[src/rtl/mem_access_unit_pkg.sv]
`default_nettype none
// ============================================================================
// Module      : mem_access_unit_pkg
// Description : Shared definitions for the memory access stage. This file
//               provides the opcode constants, the FSM state encoding, the
//               default data width, and a helper that identifies memory
//               opcodes.
// Revision    : 1.0 - initial release
// ============================================================================
package mem_access_unit_pkg;

  localparam int DEF_DATA_W = 32;

  // Major opcode field, instruction bits [31:26]
  localparam logic [5:0] OP_RTYPE = 6'b000000;
  localparam logic [5:0] OP_LW    = 6'b100011;
  localparam logic [5:0] OP_SW    = 6'b101011;

  typedef enum logic [1:0] {
    ST_IDLE   = 2'd0,
    ST_ACCESS = 2'd1,
    ST_WB     = 2'd2
  } state_t;

  function automatic logic is_mem_op(input logic [5:0] op);
    return (op == OP_LW) || (op == OP_SW);
  endfunction

endpackage
`default_nettype wire

[src/rtl/mem_access_unit.sv]
`default_nettype none
// ============================================================================
// Module      : mem_access_unit
// Description : Memory stage that sits behind the ALU.
//               - lw/sw instructions go to data memory over a req/ack bus.
//               - R-type ALU results are forwarded to register-file writeback.
//               - Only one transaction is in flight at a time.
//               - The upstream interface uses valid/ready handshaking.
// Ports       : clk, rst_n             clock, async active-low reset
//               in_valid/in_ready      upstream handshake
//               in_inst                instruction word (op, rt, rd fields)
//               in_result, in_rt_val   effective address / ALU result, store data
//               mem_req/we/addr/wdata  memory request, held until mem_ack
//               mem_ack, mem_rdata     memory completion and load data
//               wb_valid/reg/data      one-cycle register writeback strobe
//               err                    one-cycle misalignment/timeout pulse
// Revision    : 1.0 - initial release
// ============================================================================
module mem_access_unit
  import mem_access_unit_pkg::*;
#(
  parameter int DATA_W  = DEF_DATA_W,
  parameter int TIMEOUT = 16
) (
  input  logic              clk,
  input  logic              rst_n,
  input  logic              in_valid,
  output logic              in_ready,
  input  logic [31:0]       in_inst,
  input  logic [DATA_W-1:0] in_result,
  input  logic [DATA_W-1:0] in_rt_val,
  output logic              mem_req,
  output logic              mem_we,
  output logic [DATA_W-1:0] mem_addr,
  output logic [DATA_W-1:0] mem_wdata,
  input  logic              mem_ack,
  input  logic [DATA_W-1:0] mem_rdata,
  output logic              wb_valid,
  output logic [4:0]        wb_reg,
  output logic [DATA_W-1:0] wb_data,
  output logic              err
);

  localparam int CNT_W = (TIMEOUT > 2) ? $clog2(TIMEOUT) : 1;
  localparam logic [CNT_W-1:0] CNT_LAST = CNT_W'(TIMEOUT - 1);

  state_t              r_state;
  state_t              w_state_next;
  logic [CNT_W-1:0]    r_cnt;
  logic                r_we;
  logic [4:0]          r_rt;
  logic [DATA_W-1:0]   r_addr;
  logic [DATA_W-1:0]   r_wdata;
  logic                r_wb_valid;
  logic [4:0]          r_wb_reg;
  logic [DATA_W-1:0]   r_wb_data;
  logic                r_err;

  logic [5:0]          w_op;
  logic [4:0]          w_rt;
  logic [4:0]          w_rd;
  logic                w_accept;
  logic                w_aligned;
  logic                w_expire;
  logic                w_unused_inst;

  assign w_op      = in_inst[31:26];
  assign w_rt      = in_inst[20:16];
  assign w_rd      = in_inst[15:11];
  assign w_accept  = in_valid && (r_state == ST_IDLE);
  assign w_aligned = (in_result[1:0] == 2'b00);
  // Final cycle of the ACCESS window; an ack in this cycle still completes.
  assign w_expire  = (r_cnt == CNT_LAST);
  assign w_unused_inst = ^{in_inst[25:21], in_inst[10:0]};

  // --------------------------------------------------------------------------
  // State register
  // --------------------------------------------------------------------------
  always_ff @(posedge clk or negedge rst_n) begin
    if (!rst_n) begin
      r_state <= ST_IDLE;
    end else begin
      r_state <= w_state_next;
    end
  end

  // --------------------------------------------------------------------------
  // Next state and state-decoded outputs. mem_req decodes straight from the
  // state register, so an asynchronous reset drops it at once.
  // --------------------------------------------------------------------------
  always_comb begin
    w_state_next = r_state;
    in_ready     = 1'b0;
    mem_req      = 1'b0;
    case (r_state)
      ST_IDLE: begin
        in_ready = 1'b1;
        if (w_accept && is_mem_op(w_op) && w_aligned) begin
          w_state_next = ST_ACCESS;
        end
      end
      ST_ACCESS: begin
        mem_req = 1'b1;
        if (mem_ack) begin
          w_state_next = r_we ? ST_IDLE : ST_WB;
        end else if (w_expire) begin
          w_state_next = ST_IDLE;
        end
      end
      ST_WB: begin
        w_state_next = ST_IDLE;
      end
      default: begin
        w_state_next = ST_IDLE;
      end
    endcase
  end

  // --------------------------------------------------------------------------
  // Datapath: request latches, access timer, writeback and error strobes
  // --------------------------------------------------------------------------
  always_ff @(posedge clk or negedge rst_n) begin
    if (!rst_n) begin
      r_cnt      <= '0;
      r_we       <= 1'b0;
      r_rt       <= '0;
      r_addr     <= '0;
      r_wdata    <= '0;
      r_wb_valid <= 1'b0;
      r_wb_reg   <= '0;
      r_wb_data  <= '0;
      r_err      <= 1'b0;
    end else begin
      r_wb_valid <= 1'b0;
      r_err      <= 1'b0;

      if (w_accept) begin
        case (w_op)
          OP_RTYPE: begin
            // Writes to r0 are discarded, so no strobe is raised.
            if (w_rd != 5'd0) begin
              r_wb_valid <= 1'b1;
              r_wb_reg   <= w_rd;
              r_wb_data  <= in_result;
            end
          end
          OP_LW, OP_SW: begin
            if (!w_aligned) begin
              r_err <= 1'b1;
            end else begin
              r_addr  <= in_result;
              r_wdata <= in_rt_val;
              r_we    <= (w_op == OP_SW);
              r_rt    <= w_rt;
              r_cnt   <= '0;
            end
          end
          default: begin
            // Unknown opcodes are consumed without any effect.
          end
        endcase
      end

      if (r_state == ST_ACCESS) begin
        if (mem_ack) begin
          r_cnt <= '0;
          // Load data is captured here and presented during the WB state.
          if (!r_we && (r_rt != 5'd0)) begin
            r_wb_valid <= 1'b1;
            r_wb_reg   <= r_rt;
            r_wb_data  <= mem_rdata;
          end
        end else if (w_expire) begin
          r_cnt <= '0;
          r_err <= 1'b1;
        end else begin
          r_cnt <= r_cnt + CNT_W'(1);
        end
      end
    end
  end

  assign mem_we    = r_we;
  assign mem_addr  = r_addr;
  assign mem_wdata = r_wdata;
  assign wb_valid  = r_wb_valid;
  assign wb_reg    = r_wb_reg;
  assign wb_data   = r_wb_data;
  assign err       = r_err;

endmodule
`default_nettype wire

[config.mk]
export PLATFORM = sky130hd
export DESIGN_NAME = mem_access_unit
export DESIGN_NICKNAME = d
export VERILOG_FILES = /design/src/rtl/mem_access_unit_pkg.sv /design/src/rtl/mem_access_unit.sv
export SDC_FILE = /design/constraint.sdc
export NUM_CORES = 1
export LEC_CHECK = 0
export BUFFER_PORTS_ARGS = -buffer_cell sky130_fd_sc_hd__clkbuf_2
export CAP_MARGIN = 20
export CORE_AREA = 10 10 114 116
export CTS_CLUSTER_SIZE = 28
export DETAILED_ROUTE_END_ITERATION = 12
export DIE_AREA = 0 0 124 126
export PLACE_DENSITY = 0.79
export SETUP_SLACK_MARGIN = 0.05
export SLEW_MARGIN = 40
export SYNTH_ARGS = -nofsm -noshare
export SYNTH_HDL_FRONTEND = slang
export SYNTH_SLANG_ARGS = --single-unit
[constraint.sdc]
create_clock -name clk -period 2.15 [get_ports clk]
set_input_delay 0.215 -clock clk [delete_from_list [all_inputs] [get_ports clk]]
set_output_delay 0.215 -clock clk [all_outputs]
set_load 0.02 [all_outputs]
==> flow_summary_export.csv <==
group,metric,value,unit
outcome,status,"completed",
synthesis,synth_top_family_by_area,"multiplexers",
die,core_area,10700,sq um
clock_tree,post_cts_buffers,0,
worst_hold_path,hp-class,"input port to register",
synthesis,synth-edff-count,0,
placement,io_buffers,221,
route,ant_nets,0,
die,start_util,0.4546,
clock_tree,cts_buffer_depth,2,
route,drc,0,
placement,gp_routability_congestion,0.8272,
grt,antenna_found_initial,2,
setup_path,crit_required,2.53,ns
die,dieArea,15620,sq um
timing,hold-worst-slack,0.04194,ns
grt,grt_max_degree,57,
placement,placed_area,6087,sq um
clock_tree,ctsRootBufferMaster,"clkbuf_8",
synthesis,yosys.area_share.xor_xnor,0.001801,
die,die_w,124,microns
cells_and_area,syn2layout_area_growth,59.04,%
route,routed_wl,17760,microns
clock_tree,path_clk_slew,0.06,ns
cells_and_area,layout-drive-gt1-share,0.4576,
clock_tree,ctsResizeCount,0,
synthesis,synthMuxAreaShare,0.1551,
synthesis,ys.flop_type,"dfrtp_1",
run,drv_cap,0,
timing,hold_viol,0,
synthesis,synthArstFlopShare,1.000,
route,drtIter0Drc,356,
timing,drv_slew,0,
grt,grt_pass1_vias,5382,
timing,fin_skew,0.009176,ns
synthesis,synth_most_common_cell,"dfrtp_1",
synthesis,synth-seq-area-share,0.5917,
setup_path,criticalPathCategory,"input port to register",
synthesis,synth_area,4863,sq um
synthesis,synth_top_area_cell,"dfrtp_1",
cells_and_area,final_core_util,0.7230,
timing,setup_violations,0,
synthesis,synth_common_cells,"dfrtp_1 (115), mux2_2 (67), nor2_1 (38)",
synthesis,synth_fa_ha_area_frac,0.002573,
route,via_count,4759,
route,via_per_inst,5.377,
placement,post-place-cells,746,
timing,fmax,0.5376,GHz
setup_path,crit_path_start_kind,"input port",
timing,rsz0062_at_grt,"no",
clock_tree,cts_hold_buf,106,
clock_tree,cts-htree-levels,4,
timing,period_minus_slack,1.860,ns
grt,grt_pass1_wl,28250,microns
setup_path,arrival,2.24,ns
cells_and_area,nets,864,
clock_tree,cts_num_sinks,115,
route,routedWlPerCell,20.07,microns
synthesis,avgSynthCellArea,12.19,sq um
cells_and_area,finalNonFillerCells,885,
synthesis,synth_compound_area_frac,0.1340,
synthesis,yosysUniqueCellTypes,36,
setup_path,cp_max_fo,19,
die,row_count,38,
synthesis,ys_ff_latch,115,
die,io_pins,238,
placement,dp_hpwl,11350,microns
synthesis,synthCells,399,
timing,finalSetupTns,0,ns
timing,relSlewSlack,0.5697,
grt,grtUsageTotal,0.2280,
synthesis,ys_top_cells_by_area,"dfrtp_1 (59%), mux2_2 (16%), a31oi_1 (4.1%), o21ai_0 (3.6%), a21oi_1 (3.3%)",
clock_tree,insertion_delay,0.51,ns
clock_tree,cts_tree,"built",
power,peakVddDrop,488.0,uV
clock_tree,cts_buffers,17,
timing,finalCritPeriodShare,0.8652,
setup_path,r2r_slack,0.30,ns
cells_and_area,fin_area,7735,sq um
timing,worstMarginPinSlew,0.6455,ns
synthesis,ys.warnings.count,0,
synthesis,synth-simple-area-share,0.06843,
grt,gr-total-overflow,0,
setup_path,cp-end-kind,"register",
power,p_per_area,829.9,nW/um^2
route,firstDrtPassIters,5,
die,fp.dieH,126,microns
synthesis,synth_nets,532,
power,power.static_leakage,4.049,nW
synthesis,synth_top_area_frac,0.5917,
## cells by family after synthesis
group / Yosys count
AOI/OAI and AO/OA: 115
xor gates and xnor gates: 1
adders and majority gates: 1
buffers and inverters: 32
DFF: 115
muxes: 67
and+or+nand+nor: 68
## power breakdown
part | switching [mW] | internal, mW
sequential | 0.131 | 2.39
clock | 0.957 | 1.81
combinational | 0.640 | 0.489
total | 1.73 | 4.69
## critical path: stages
cell and delay (ns):
dlygate4sd3_1 0.54, clkbuf_2 0.11, or4_1 0.57, or2_1 0.25, buf_4 0.22, a31oi_1 0.23
a21oi_1 0.10
## per-layer routing
| layer | vias to the layer above | GRT usage | wire length (microns) |
|---|---|---|---|
| li1 | 2110 | - | - |
| met1 | 2346 | 0.2480 | 6362 |
| met2 | 258 | 0.3882 | 9239 |
| met3 | 45 | 0.07015 | 1597 |
| met4 | 0 | 0.1172 | 562 |
| met5 | - | 0 | 0 |
## area by class of cell
| class | instances | area, sq um |
|---|---|---|
| fill | 720 | 2963 |
| sequential | 115 | 2878 |
| timing repair buffer | 344 | 2310 |
| multi-input combinational | 252 | 1782 |
| clock buffer | 21 | 449.2 |
| tap | 140 | 175.2 |
| clock inverter | 10 | 132.6 |
| antenna | 2 | 5.005 |
| inverter | 1 | 3.754 |
## worst paths after layout
check / start / endpoint / cells after the start
setup / recovery: in_inst[12] / wb_data[2] / 7
hold / removal: in_result[1] / wb_data[1] / 3
setup reg to reg: r_rt[1] / wb_data[2] / 5
hold reg to reg: mem_wdata[17] / mem_wdata[17] / 1
max in group asynchronous: rst_n / mem_wdata[19] / 3
min in group asynchronous: rst_n / r_rt[4] / 2
## through the flow
stage	total power, mW	worst slack (ns)
2_1_floorplan	3.020	0.4650
3_3_place_gp	3.470	0.3815
3_5_place_dp	3.511	0.3337
4_1_cts	6.442	0.2869
5_1_grt	6.670	0.2193
6_report	6.419	0.2897
## cells in the final DEF (no fill, tap or decap), types with 2 or more instances in the layout
| cell type | count |
|---|---|
| clkinv_2 | 4 |
| or4_1 | 2 |
| diode_2 | 2 |
| nand3_1 | 5 |
| o21ai_1 | 4 |
| and2_1 | 2 |
| o21ai_0 | 35 |
| nand2_1 | 10 |
| a32o_1 | 2 |
| nand2b_1 | 2 |
| a31oi_1 | 32 |
| a22oi_1 | 4 |
| clkbuf_8 | 3 |
| clkbuf_16 | 16 |
| nor2_1 | 37 |
| clkbuf_2 | 220 |
| buf_4 | 17 |
| mux2_2 | 67 |
| a21oi_1 | 32 |
| clkinvlp_4 | 3 |
| dfrtp_1 | 115 |
| clkbuf_1 | 2 |
| dlygate4sd3_1 | 106 |
| bufinv_16 | 3 |
Power figures use the tool's default switching activity.
